==> src/rtl/warp_sched_pkg.sv <==
// Shared types and constants for the warp scheduler and its round-robin arbiter.
package warp_sched_pkg;

  localparam int unsigned NUM_WARPS        = 4;
  localparam int unsigned THREADS_PER_WARP = 8;
  localparam int unsigned NUM_THREADS      = NUM_WARPS * THREADS_PER_WARP;
  localparam int unsigned WARP_ID_W        = $clog2(NUM_WARPS);
  localparam int unsigned PC_WIDTH         = 8;

  typedef enum logic [1:0] {
    StIdle   = 2'd0,
    StSelect = 2'd1,
    StIssue  = 2'd2,
    StDone   = 2'd3
  } sched_state_e;

  typedef logic [WARP_ID_W-1:0] warp_id_t;

  // One bit per warp: set when none of the warp's threads is busy.
  function automatic logic [NUM_WARPS-1:0] warp_quiet(input logic [NUM_THREADS-1:0] threads);
    logic [NUM_WARPS-1:0] quiet;
    for (int unsigned w = 0; w < NUM_WARPS; w++) begin
      quiet[w] = ~|threads[w*THREADS_PER_WARP +: THREADS_PER_WARP];
    end
    return quiet;
  endfunction

endpackage

==> src/rtl/rr_arbiter.sv <==
// Combinational round-robin arbiter: grants the first eligible requester after rr_ptr.
module rr_arbiter
  import warp_sched_pkg::*;
(
  input  logic [NUM_WARPS-1:0] eligible,
  input  logic [WARP_ID_W-1:0] rr_ptr,
  output logic                 grant_valid,
  output logic [WARP_ID_W-1:0] grant_id
);

  warp_id_t idx;

  always_comb begin
    grant_valid = 1'b0;
    grant_id    = '0;
    idx         = '0;
    for (int unsigned i = 1; i <= NUM_WARPS; i++) begin
      idx = WARP_ID_W'((32'(rr_ptr) + i) % NUM_WARPS);
      if (!grant_valid && eligible[idx]) begin
        grant_valid = 1'b1;
        grant_id    = idx;
      end
    end
  end

endmodule

==> src/rtl/warp_scheduler.sv <==
// Round-robin warp issue scheduler with per-warp PC/finished state and valid/ready issue port.
// Optional stall_cycles counter is built when WARP_SCHED_STALL_CNT_EN is defined.
module warp_scheduler
  import warp_sched_pkg::*;
(
  input  logic                   clk,
  input  logic                   reset,
  input  logic                   start,
  input  logic [NUM_WARPS-1:0]   warp_launch_mask,
  input  logic [PC_WIDTH-1:0]    start_pc,
  input  logic [NUM_THREADS-1:0] busy_threads,
  input  logic                   issue_ready,
  input  logic                   branch_en,
  input  logic [WARP_ID_W-1:0]   branch_warp,
  input  logic [PC_WIDTH-1:0]    branch_pc,
  input  logic                   halt_en,
  input  logic [WARP_ID_W-1:0]   halt_warp,
  output logic                   issue_valid,
  output logic [WARP_ID_W-1:0]   issue_warp,
  output logic [PC_WIDTH-1:0]    issue_pc,
  output logic                   busy,
  output logic                   done
`ifdef WARP_SCHED_STALL_CNT_EN
  ,
  output logic [15:0]            stall_cycles
`endif
);

  sched_state_e         state_q, state_d;
  logic [NUM_WARPS-1:0] launched_q, launched_d;
  logic [NUM_WARPS-1:0] finished_q, finished_d;
  logic [PC_WIDTH-1:0]  pc_q [NUM_WARPS];
  logic [PC_WIDTH-1:0]  pc_d [NUM_WARPS];
  warp_id_t             rr_ptr_q, rr_ptr_d;
  warp_id_t             issue_warp_q, issue_warp_d;
  logic [PC_WIDTH-1:0]  issue_pc_q, issue_pc_d;
  logic                 issue_valid_q, issue_valid_d;

  logic [NUM_WARPS-1:0] eligible;
  logic                 grant_valid;
  warp_id_t             grant_id;
  logic                 all_finished;
  logic                 running;
  logic                 load;
  logic                 handshake;

  // Any busy thread in a warp's slice stalls the whole warp.
  assign eligible     = launched_q & ~finished_q & warp_quiet(busy_threads);
  assign all_finished = ~|(launched_q & ~finished_q);
  assign running      = (state_q == StSelect) || (state_q == StIssue);
  assign load         = start && ((state_q == StIdle) || (state_q == StDone));
  assign handshake    = (state_q == StIssue) && issue_valid_q && issue_ready;

  rr_arbiter u_rr_arbiter (
    .eligible    (eligible),
    .rr_ptr      (rr_ptr_q),
    .grant_valid (grant_valid),
    .grant_id    (grant_id)
  );

  always_comb begin
    state_d       = state_q;
    launched_d    = launched_q;
    finished_d    = finished_q;
    pc_d          = pc_q;
    rr_ptr_d      = rr_ptr_q;
    issue_warp_d  = issue_warp_q;
    issue_pc_d    = issue_pc_q;
    issue_valid_d = issue_valid_q;

    unique case (state_q)
      StIdle, StDone: begin
        if (load) begin
          launched_d = warp_launch_mask;
          finished_d = '0;
          for (int unsigned w = 0; w < NUM_WARPS; w++) begin
            pc_d[w] = start_pc;
          end
          state_d = (warp_launch_mask == '0) ? StDone : StSelect;
        end
      end
      StSelect: begin
        if (all_finished) begin
          state_d = StDone;
        end else if (grant_valid) begin
          issue_warp_d  = grant_id;
          issue_pc_d    = pc_q[grant_id];
          issue_valid_d = 1'b1;
          state_d       = StIssue;
        end
      end
      StIssue: begin
        if (handshake) begin
          pc_d[issue_warp_q] = pc_q[issue_warp_q] + 1'b1;
          rr_ptr_d           = issue_warp_q;
          issue_valid_d      = 1'b0;
          state_d            = StSelect;
        end
      end
    endcase

    // Applied after the handshake increment so a same-warp branch overrides it.
    if (running) begin
      if (branch_en) begin
        pc_d[branch_warp] = branch_pc;
      end
      if (halt_en) begin
        finished_d[halt_warp] = 1'b1;
      end
    end
  end

  always_ff @(posedge clk) begin
    if (reset) begin
      state_q       <= StIdle;
      launched_q    <= '0;
      finished_q    <= '0;
      for (int unsigned w = 0; w < NUM_WARPS; w++) begin
        pc_q[w] <= '0;
      end
      rr_ptr_q      <= warp_id_t'(NUM_WARPS - 1);
      issue_warp_q  <= '0;
      issue_pc_q    <= '0;
      issue_valid_q <= 1'b0;
    end else begin
      state_q       <= state_d;
      launched_q    <= launched_d;
      finished_q    <= finished_d;
      pc_q          <= pc_d;
      rr_ptr_q      <= rr_ptr_d;
      issue_warp_q  <= issue_warp_d;
      issue_pc_q    <= issue_pc_d;
      issue_valid_q <= issue_valid_d;
    end
  end

  assign issue_valid = issue_valid_q;
  assign issue_warp  = issue_warp_q;
  assign issue_pc    = issue_pc_q;
  assign busy        = running;
  assign done        = (state_q == StDone);

`ifdef WARP_SCHED_STALL_CNT_EN
  logic [15:0] stall_q, stall_d;

  always_comb begin
    stall_d = stall_q;
    if (load) begin
      stall_d = '0;
    end else if ((state_q == StSelect) && !grant_valid && !all_finished &&
                 (stall_q != 16'hFFFF)) begin
      stall_d = stall_q + 16'd1;
    end
  end

  always_ff @(posedge clk) begin
    if (reset) begin
      stall_q <= '0;
    end else begin
      stall_q <= stall_d;
    end
  end

  assign stall_cycles = stall_q;
`endif

endmodule

==> config.mk <==
export PLATFORM = sky130hd
export DESIGN_NAME = warp_scheduler
export DESIGN_NICKNAME = d
export VERILOG_FILES = /design/src/rtl/warp_sched_pkg.sv /design/src/rtl/rr_arbiter.sv /design/src/rtl/warp_scheduler.sv
export SDC_FILE = /design/constraint.sdc
export NUM_CORES = 1
export LEC_CHECK = 0
export CAP_MARGIN = 20
export CELL_PAD_IN_SITES_DETAIL_PLACEMENT = 1
export CELL_PAD_IN_SITES_GLOBAL_PLACEMENT = 1
export CORE_MARGIN = 4
export CORE_UTILIZATION = 41
export CTS_CLUSTER_DIAMETER = 120
export DETAILED_ROUTE_END_ITERATION = 12
export PLACE_DENSITY = 0.95
export SYNTH_ARGS = -nofsm -noshare
export SYNTH_HDL_FRONTEND = slang
export SYNTH_SLANG_ARGS = --single-unit
==> constraint.sdc <==
create_clock -name clk -period 4.35 [get_ports clk]
set_input_delay 0.6525 -clock clk [delete_from_list [all_inputs] [get_ports clk]]
set_output_delay 0.6525 -clock clk [all_outputs]
set_load 0.02 [all_outputs]
# Word-level counts from Yosys, hierarchy flattened
# Cells that the tools add are included.
dict set report totals {
  output_inout_bits 13
  wordCells 123
  reg_bits 55
}
dict set report op_classes {
  n_addsub 5
  n_mux 49
  magnitude_cmp 11
  eq_ne 8
  bitwise 7
  n_reduce_logical 32
}
# op count
set op_table {}
lappend op_table {{$mux 32} 4}
lappend op_table {{$bwmux 32} 2}
lappend op_table {{$pmux 32 s2} 1}
lappend op_table {{$mux 8} 6}
lappend op_table {{$bmux 8 s2} 2}
lappend op_table {{$demux 8 s2} 2}
lappend op_table {{$reduce_or 8->1} 4}
lappend op_table {{$mux 2} 9}
lappend op_table {{$mux 4} 4}
lappend op_table {{$lt 2x3->1 const B} 5}
lappend op_table {{$mux 1} 12}
lappend op_table {{$ge 3x3->1 const B} 3}
lappend op_table {{$logic_and 1x1->1} 9}
lappend op_table {{$not 2->3} 3}
lappend op_table {{$add 8x1->8 const B} 1}
lappend op_table {{$and 4x4->4} 2}
lappend op_table {{$bmux 1 s2} 4}
lappend op_table {{$ne 2x2->1 const B} 4}
lappend op_table {{$logic_not 1->1} 7}
lappend op_table {{$lt 3x1->1 const B} 2}
lappend op_table {{$pmux 2 s3} 1}
lappend op_table {{$reduce_and 3->1} 2}
lappend op_table {{$add 2x1->2 const B} 2}
lappend op_table {{$add 2x2->2 const B} 2}
lappend op_table {{other kinds (16)} 19}

# Longest topological paths before layout
# Gate-level depths: netlist of run 1.
dict set report depth {
  ltp_word 19
  mapped_depth 10
  depth_no_buf 8
}

# By module
# From an unflattened synthesis of run 1, not the netlist that was laid out.
dict set report unflattened {
  hier_cells 495
  area_unflattened_um2 3902.5
}
# module instances cells_each area_each_um2
set modules_own_cells {}
lappend modules_own_cells {warp_scheduler 1 481 3811.2}
lappend modules_own_cells {rr_arbiter 1 14 91.3}

# Worst setup path after synthesis of run 1
# OpenSTA, ideal clock, no wires.
dict set report synth_timing {
  path_kind {input to register}
  from {input port busy_threads[25]}
  to {register issue_pc_q[2], in the netlist issue_pc[2]}
  arrival_time_ns 2.564
  required_ns 4.228
  cell_stages 6
  path_slack_ns 1.664
  path_cell_list {or4_4 or3_4 o221ai_4 nand2_4 mux2_4 a221o_1}
}
dict set report synth_between {
  elab_chain_cells 19
}
# item line
set synth_rtl {}
lappend synth_rtl {{start: declaration} warp_scheduler.sv:11} ;# input logic [NUM_THREADS-1:0] busy_threads,
lappend synth_rtl {{$reduce_or 8->1 (*)} warp_sched_pkg.sv:23} ;# quiet[w] = ~|threads[w*THREADS_PER_WARP +: THREADS_PER_WARP];
lappend synth_rtl {{$logic_not 1->1 (*)} warp_sched_pkg.sv:23}
lappend synth_rtl {{$and 4x4->4 (*)} warp_scheduler.sv:48} ;# assign eligible = launched_q & ~finished_q & warp_quiet(busy_threads);
lappend synth_rtl {{$bmux 1 s2} rr_arbiter.sv:19} ;# if (!grant_valid && eligible[idx]) begin
lappend synth_rtl {{$mux 1 (implied by the code)} rr_arbiter.sv:19}
lappend synth_rtl {{$mux 1} rr_arbiter.sv:19}
lappend synth_rtl {{$logic_not 1->1} rr_arbiter.sv:19}
lappend synth_rtl {{$logic_and 1x1->1} rr_arbiter.sv:19}
lappend synth_rtl {{[... 2 more ...]} n/a}
lappend synth_rtl {{$logic_and 1x1->1} rr_arbiter.sv:19}
lappend synth_rtl {{$mux 1} rr_arbiter.sv:19}
lappend synth_rtl {{$logic_not 1->1} rr_arbiter.sv:19}
lappend synth_rtl {{$logic_and 1x1->1} rr_arbiter.sv:19}
lappend synth_rtl {{$mux 2} rr_arbiter.sv:19}
lappend synth_rtl {{$not 2->3 (implied by the code)} warp_scheduler.sv:87} ;# issue_pc_d = pc_q[grant_id];
lappend synth_rtl {{$bmux 8 s2} warp_scheduler.sv:87}
lappend synth_rtl {{$mux 8 (implied by the code) (2 in a row)} warp_scheduler.sv:87}
lappend synth_rtl {{end signal: assignment} warp_scheduler.sv:132} ;# issue_pc_q <= issue_pc_d;
lappend synth_rtl {{end: declaration} warp_scheduler.sv:36} ;# logic [PC_WIDTH-1:0] issue_pc_q, issue_pc_d;
# Every way passes the cells marked *; elsewhere a longest branch is shown, timed or not. The select of a mux whose other input is x is not followed.
# A chain may end at the register's enable or synchronous reset.

# Final worst setup path of run 1
dict set report layout_timing {
  from {input port busy_threads[25]}
  to {register issue_pc_q[1], in the netlist issue_pc[1]}
}
# Same word-level chain as after synthesis.

==> results.sh, run 1 <==
export IMPL_hold_path_class="flip-flop to flip-flop"
export IMPL_final_common_cell="clkdlybuf4s50_1"
export IMPL_reg2reg_setup_slack_ns=1.64
export IMPL_drc_errors=0
export IMPL_place_ws_ns=0.978
export IMPL_place_gp_congestion=0.972
export IMPL_grt_pass1_wl_microns=24800
export IMPL_cts_made_buffers=5
export IMPL_fin_crit_ns=3.07
export IMPL_finalClockSkew_ns=0.0162
export IMPL_wl_microns=15800
export IMPL_syn_num_nets=575
export IMPL_grt_usage=0.281
export IMPL_critPathMaxFanout=13
export IMPL_clockBufferDepth=2
export IMPL_status="complete, no violations"
export IMPL_clk_latency_ns=0.34
export IMPL_h_tree_depth=2
export IMPL_drive_gt1_frac=0.0617
export IMPL_worstSetupEndpointType="flip-flop"
export IMPL_synthTopCellsByArea="dfxtp_1, o21ai_0, a21oi_1"
export IMPL_grt_start_max_net_pins=49
export IMPL_netlist_area_sq_um=3850
export IMPL_via_per_inst=6.75
export IMPL_cts_tree="built"
export IMPL_finalCritPeriodShare=0.706
export IMPL_postCtsHoldBufs=0
export IMPL_path_class="input pin to flip-flop"
export IMPL_grt_overflow=0
export IMPL_maxCapViolCount=0
export IMPL_synth_distinct_cells=57
export IMPL_grt_setup_unrepaired="false"
export IMPL_cp_start_kind="input pin"
export IMPL_die_area_sq_um=11000
export IMPL_critPathMaxStageDelay_ns=0.54
export IMPL_synth_fa_ha_area_frac=0.0130
export IMPL_first_global_vias=4669
export IMPL_synth_xor_area_share=0.0136
export IMPL_top_usage_layer="met2"
export IMPL_synth_mux_area_fraction=0.0650
export IMPL_vias=4579
export IMPL_powerDensity_nw_per_um2=498
export IMPL_ys_flop_type="dfxtp_1"
export IMPL_post_cts_resized=0
export IMPL_dpl_hpwl_microns=11600
export IMPL_grt_antenna_before_repair=0
export IMPL_num_antenna_cells=0
export IMPL_rows=35
export IMPL_setup_slack_ns=1.28
export IMPL_final_max_slew_viol_count=0
export IMPL_maxSlewHeadroom=0.368
export IMPL_cp_arrival_ns=3.27
export IMPL_syn_inst=509
export IMPL_yosysSeqAreaShare=0.286
export IMPL_leakagePower_nw=1.62
export IMPL_synth_largest_area_cell="dfxtp_1"
export IMPL_first_iter_violations=511
export IMPL_synth_compound_area_share=0.358
export IMPL_areaGrowthSynthToFinish_pct=23.5
export IMPL_cp_slowest_cell="or4_4"
export IMPL_met1_usage=0.360
export IMPL_ys_seq_elements=55
export IMPL_io_pins=75
export IMPL_hold_violations=0
export IMPL_cts_setup_buffers=0
export IMPL_synth_top_family_by_area="compound AO/OA/AOI/OAI gates"
export IMPL_synth_async_reset_ratio=0
export IMPL_die_y_microns=105
export IMPL_worst_slew_pin_slew_ns=0.942
export IMPL_port_buffers=74
export IMPL_met3_usage=0.0469
export IMPL_fin_nets=632
export IMPL_cp_required_ns=4.55
export IMPL_clk_pin_slew_worst_paths_ns=0.12
export IMPL_setup_viol=0
export IMPL_synth_area_per_cell_sq_um=7.56
export IMPL_ant_nets=0
export IMPL_cts_sink_count=55
export IMPL_vdd_drop_max_mv=0.238
export IMPL_hold_ws_ns=0.471
export IMPL_met2_usage=0.472
export IMPL_netlist_area_leader_share=0.286
export IMPL_wl_per_cell_microns=23.3
export IMPL_drtPass1Iterations=5
export IMPL_tns_ns=0
export IMPL_layout_common_cells="clkdlybuf4s50_1, o21ai_0, a21oi_1"
export IMPL_utilization=0.517
export IMPL_initial_utilization=0.419
export IMPL_critical_path_cell_chain="clkdlybuf4s50_1 > or4_4 > nor3_1 > o41a_1 > nand3_1 > a211oi_1 > a311oi_1"
export IMPL_yosys_area_share_simple=0.201
export IMPL_ys_warn_count=0
export IMPL_cts_root_buf="clkbuf_8"
export IMPL_coreArea_sq_um=9200
export IMPL_fillers=1145
export IMPL_die_width_microns=105
export IMPL_max_freq_ghz=0.326
export IMPL_synth_edff_count=0
-- metal layers --
| layer | vias up | share of wire |
|---|---|---|
| li1 | 2035 | - |
| met1 | 2226 | 0.40 |
| met2 | 256 | 0.48 |
| met3 | 62 | 0.088 |
| met4 | 0 | 0.033 |
| met5 | - | 0 |
-- worst paths after layout --
check | start | end | cells after the start
worst min-delay path | launched_q[2] | launched_q[2] | 2
worst min register to register | launched_q[2] | launched_q[2] | 2
worst max register to register | issue_warp[0] | pc_q[14] | 8
worst max-delay path | busy_threads[25] | issue_pc[1] | 7
-- cells by family (layout without fill, tap and decap cells) --
group                    Yosys count  count (layout)
AND/OR/NAND/NOR                  161             161
AO/OA/AOI/OAI                    208             208
multiplexers                      14              14
adder cells (fa/ha/maj)            4               4
buffers and inverters             61             119
flip-flops                        55              55
XOR/XNOR                           6               6
-- critical path, delay by kind of cell --
kind / cells / cell delay, ns
compound gates: 3 / 0.91
buf+inv: 1 / 0.40
simple gates: 3 / 1.28
-- power by group --
group,internal (mW),switching [mW],total (mW)
clock network,0.123,0.211,0.334
registers,0.651,0.190,0.841
logic,0.458,0.736,1.19
-- synth_stat cells, types with 11 or more instances --
cell type  count
a21oi_1       56
inv_1         29
o21ai_0       57
nor3_1        11
nor2_1        44
clkbuf_1      26
o211ai_1      20
nand2_1       50
nand3_1       15
a211oi_1      24
dfxtp_1       55
-- area by class of cell --
cell class | count | area, sq um | area share
Multi-Input combinational cell | 393 | 2510 | 0.527
Sequential cell | 55 | 1100 | 0.232
Timing Repair Buffer | 81 | 793 | 0.167
Tap cell | 111 | 139 | 0.0292
Inverter | 30 | 113 | 0.0237
Clock buffer | 5 | 68.8 | 0.0145
Clock inverter | 3 | 33.8 | 0.00710
-- registers in the layout, indices dropped and copies added (netlist names) --
register	count
pc_q	32
launched_q	4
issue_valid	1
issue_warp	2
issue_pc	8
state_q	2
rr_ptr_q	2
finished_q	4
-- metrics by stage --
stage	cells	instance area, sq um	power, mW
2_1_floorplan	509	3850	1.56
6_report	678	4760	2.37
3_3_place_gp	670	4650	1.91
3_5_place_dp	670	4650	1.98
5_1_grt	678	4760	2.50
4_1_cts	678	4760	2.32
(Power assumes the default switching activity.)
==> run 2: changes to the inputs <==
--- a/config.mk
+++ b/config.mk
@@ -9,10 +9,10 @@
 export CELL_PAD_IN_SITES_DETAIL_PLACEMENT = 1
 export CELL_PAD_IN_SITES_GLOBAL_PLACEMENT = 1
 export CORE_MARGIN = 4
-export CORE_UTILIZATION = 41
+export CORE_UTILIZATION = 34
 export CTS_CLUSTER_DIAMETER = 120
 export DETAILED_ROUTE_END_ITERATION = 12
-export PLACE_DENSITY = 0.95
+export PLACE_DENSITY = 0.88
 export SYNTH_ARGS = -nofsm -noshare
 export SYNTH_HDL_FRONTEND = slang
 export SYNTH_SLANG_ARGS = --single-unit
==> constraint.sdc (replaced) <==
create_clock -name clk -period 2.8 [get_ports clk]
set_input_delay 0.42 -clock clk [delete_from_list [all_inputs] [get_ports clk]]
set_output_delay 0.42 -clock clk [all_outputs]
set_load 0.02 [all_outputs]
==> run 2 against run 1 <==
Combinational power rose by 56%. Via count fell by 2.5%. Power rose by 61%. Non-clock buffer count rose by 23. First-iteration DRC count rose by 0.20%. Die area rose by 19%. Clock-buffer cell count did not move. Sequential share of layout area fell by 1.3 points. Clock power rose by 100%.
==> results.sh, run 2 (synthesis gave the netlist of run 1 again) <==
export IMPL_status="complete, no violations"
export IMPL_cts_sink_count=55
export IMPL_place_gp_congestion=0.993
export IMPL_met2_usage=0.410
export IMPL_grt_usage=0.247
export IMPL_die_y_microns=114
export IMPL_hold_path_end="finished_q[3]"
export IMPL_coreArea_sq_um=11000
export IMPL_grt_antenna_before_repair=0
export IMPL_reg2reg_setup_slack_ns=0.27
export IMPL_grt_pass1_wl_microns=25600
export IMPL_cp_arrival_ns=2.89
export IMPL_timing_rr_start="issue_warp[0]"
export IMPL_critPathMaxFanout=6
export IMPL_worstHoldPathCells=2
export IMPL_tns_ns=0
export IMPL_min_delay_start="finished_q[3]"
export IMPL_place_ws_ns=-0.256
export IMPL_io_pins=75
export IMPL_areaGrowthSynthToFinish_pct=30.7
export IMPL_cts_made_buffers=5
export IMPL_drc_errors=0
export IMPL_ant_nets=0
export IMPL_cts_tree="built"
export IMPL_hold_path_class="flip-flop to flip-flop"
export IMPL_vdd_drop_max_mv=0.327
export IMPL_die_area_sq_um=13100
export IMPL_regMostFlops="pc_q"
export IMPL_fin_nets=655
export IMPL_worstSetupEndpointType="flip-flop"
export IMPL_clockBufferDepth=2
export IMPL_clk_pin_slew_worst_paths_ns=0.08
export IMPL_cp_required_ns=2.98
export IMPL_drive_gt1_frac=0.103
export IMPL_path_class="input pin to flip-flop"
export IMPL_finalCritPeriodShare=0.969
export IMPL_first_global_vias=4641
export IMPL_h_tree_depth=2
export IMPL_worst_slew_pin_slew_ns=0.860
export IMPL_hold_violations=0
export IMPL_fin_crit_ns=2.71
export IMPL_wl_per_cell_microns=22.0
export IMPL_met1_usage=0.340
export IMPL_critPathMaxStageDelay_ns=0.54
export IMPL_first_iter_violations=512
export IMPL_num_antenna_cells=0
export IMPL_largest_register_ffs=32
export IMPL_port_buffers=74
export IMPL_maxSlewHeadroom=0.422
export IMPL_critical_path_cell_chain="clkdlybuf4s50_1 > or4_4 > or3_4 > a211oi_4 > a211o_4 > buf_4 > mux2i_1 > a311oi_1"
export IMPL_maxCapViolCount=0
export IMPL_layout_common_cells="clkdlybuf4s50_1, o21ai_0, a21oi_1"
export IMPL_critPathTopFamily="simple AND/OR/NAND/NOR gates"
export IMPL_setup_slack_ns=0.0871
export IMPL_drtPass1Iterations=5
export IMPL_grt_setup_unrepaired="false"
export IMPL_clk_latency_ns=0.30
export IMPL_cp_slowest_cell="or4_4"
export IMPL_final_max_slew_viol_count=0
export IMPL_rows=38
export IMPL_powerDensity_nw_per_um2=761
export IMPL_p_total_mw=3.83
export IMPL_max_freq_ghz=0.369
export IMPL_top_usage_layer="met2"
export IMPL_reg2reg_depth=7
export IMPL_die_width_microns=114
export IMPL_setup_viol=0
export IMPL_cts_root_buf="clkbuf_16"
export IMPL_cp_num_buf_inv=2
export IMPL_vias=4465
export IMPL_dpl_hpwl_microns=12500
export IMPL_r2r_end="pc_q[13]"
export IMPL_initial_utilization=0.351
export IMPL_cp_start_kind="input pin"
export IMPL_final_area_sq_um=5030
export IMPL_final_common_cell="clkdlybuf4s50_1"
export IMPL_leakagePower_nw=1.76
export IMPL_finalClockSkew_ns=0.00942
export IMPL_via_per_inst=6.12
export IMPL_wl_microns=16000
export IMPL_placed_area_sq_um=4860
export IMPL_grt_start_max_net_pins=39
export IMPL_grt_overflow=0
export IMPL_met3_usage=0.0270
run 2: repair_timing:
item / CTS / global route
endpoints found under the hold margin: 0 / 0
gates resized for setup: 0 / 3
buffers inserted: 0 / 0
hold buffers: 0 / 0
setup endpoints to repair: 0 / 5
run 2: worst max path at each step:
stage / startpoint / endpoint / slack, ns / cells after the start
after floorplan: busy_threads[25] / issue_pc[2] / 0.35 / 6
after global placement: busy_threads[25] / issue_pc[3] / -0.20 / 8
after detailed placement: busy_threads[25] / issue_pc[3] / -0.26 / 8
after CTS: busy_threads[25] / issue_pc[3] / 0.06 / 8
after global routing: busy_threads[25] / issue_pc[0] / 0.03 / 8
final: busy_threads[25] / issue_pc[1] / 0.09 / 8
run 2: cell type report:
type                            count  area, sq um
Multi-Input combinational cell    393         2520
Inverter                           30          113
Sequential cell                    55         1100
Clock inverter                      3         27.5
Clock buffer                        5          125
Tap cell                          140          175
Fill cell                        1360         5950
Timing Repair Buffer              104          966
run 2: worst register-to-register path: cells and delay by family, from the launching register on:
kind	cells	cell delay [ns]
muxes	1	0.58
DFF	1	0.55
AOI/OAI and AO/OA	2	0.47
xor gates and xnor gates	1	0.29
and+or+nand+nor	2	0.27
buffers and inverters	1	0.25
run 2: power by group:
group / switching [mW] / leakage (nW) / internal, mW
registers: 0.287 / 0.450 / 1.01
logic: 1.12 / 1.23 / 0.738
clock network: 0.325 / 0.0723 / 0.342
run 2: per-layer routing:
layer	up-vias	routed length [microns]
met3	33	1060
met5	-	0
li1	2083	-
met2	187	7740
met4	0	357
met1	2162	6870
run 2: per-stage QoR:
step,util,hold WS (ns),std cells
2_1_floorplan,-,0.427,509
6_report,0.458,0.464,730
5_1_grt,0.458,0.501,730
4_1_cts,0.457,0.470,730
3_5_place_dp,0.443,0.449,722
3_3_place_gp,0.443,0.434,722
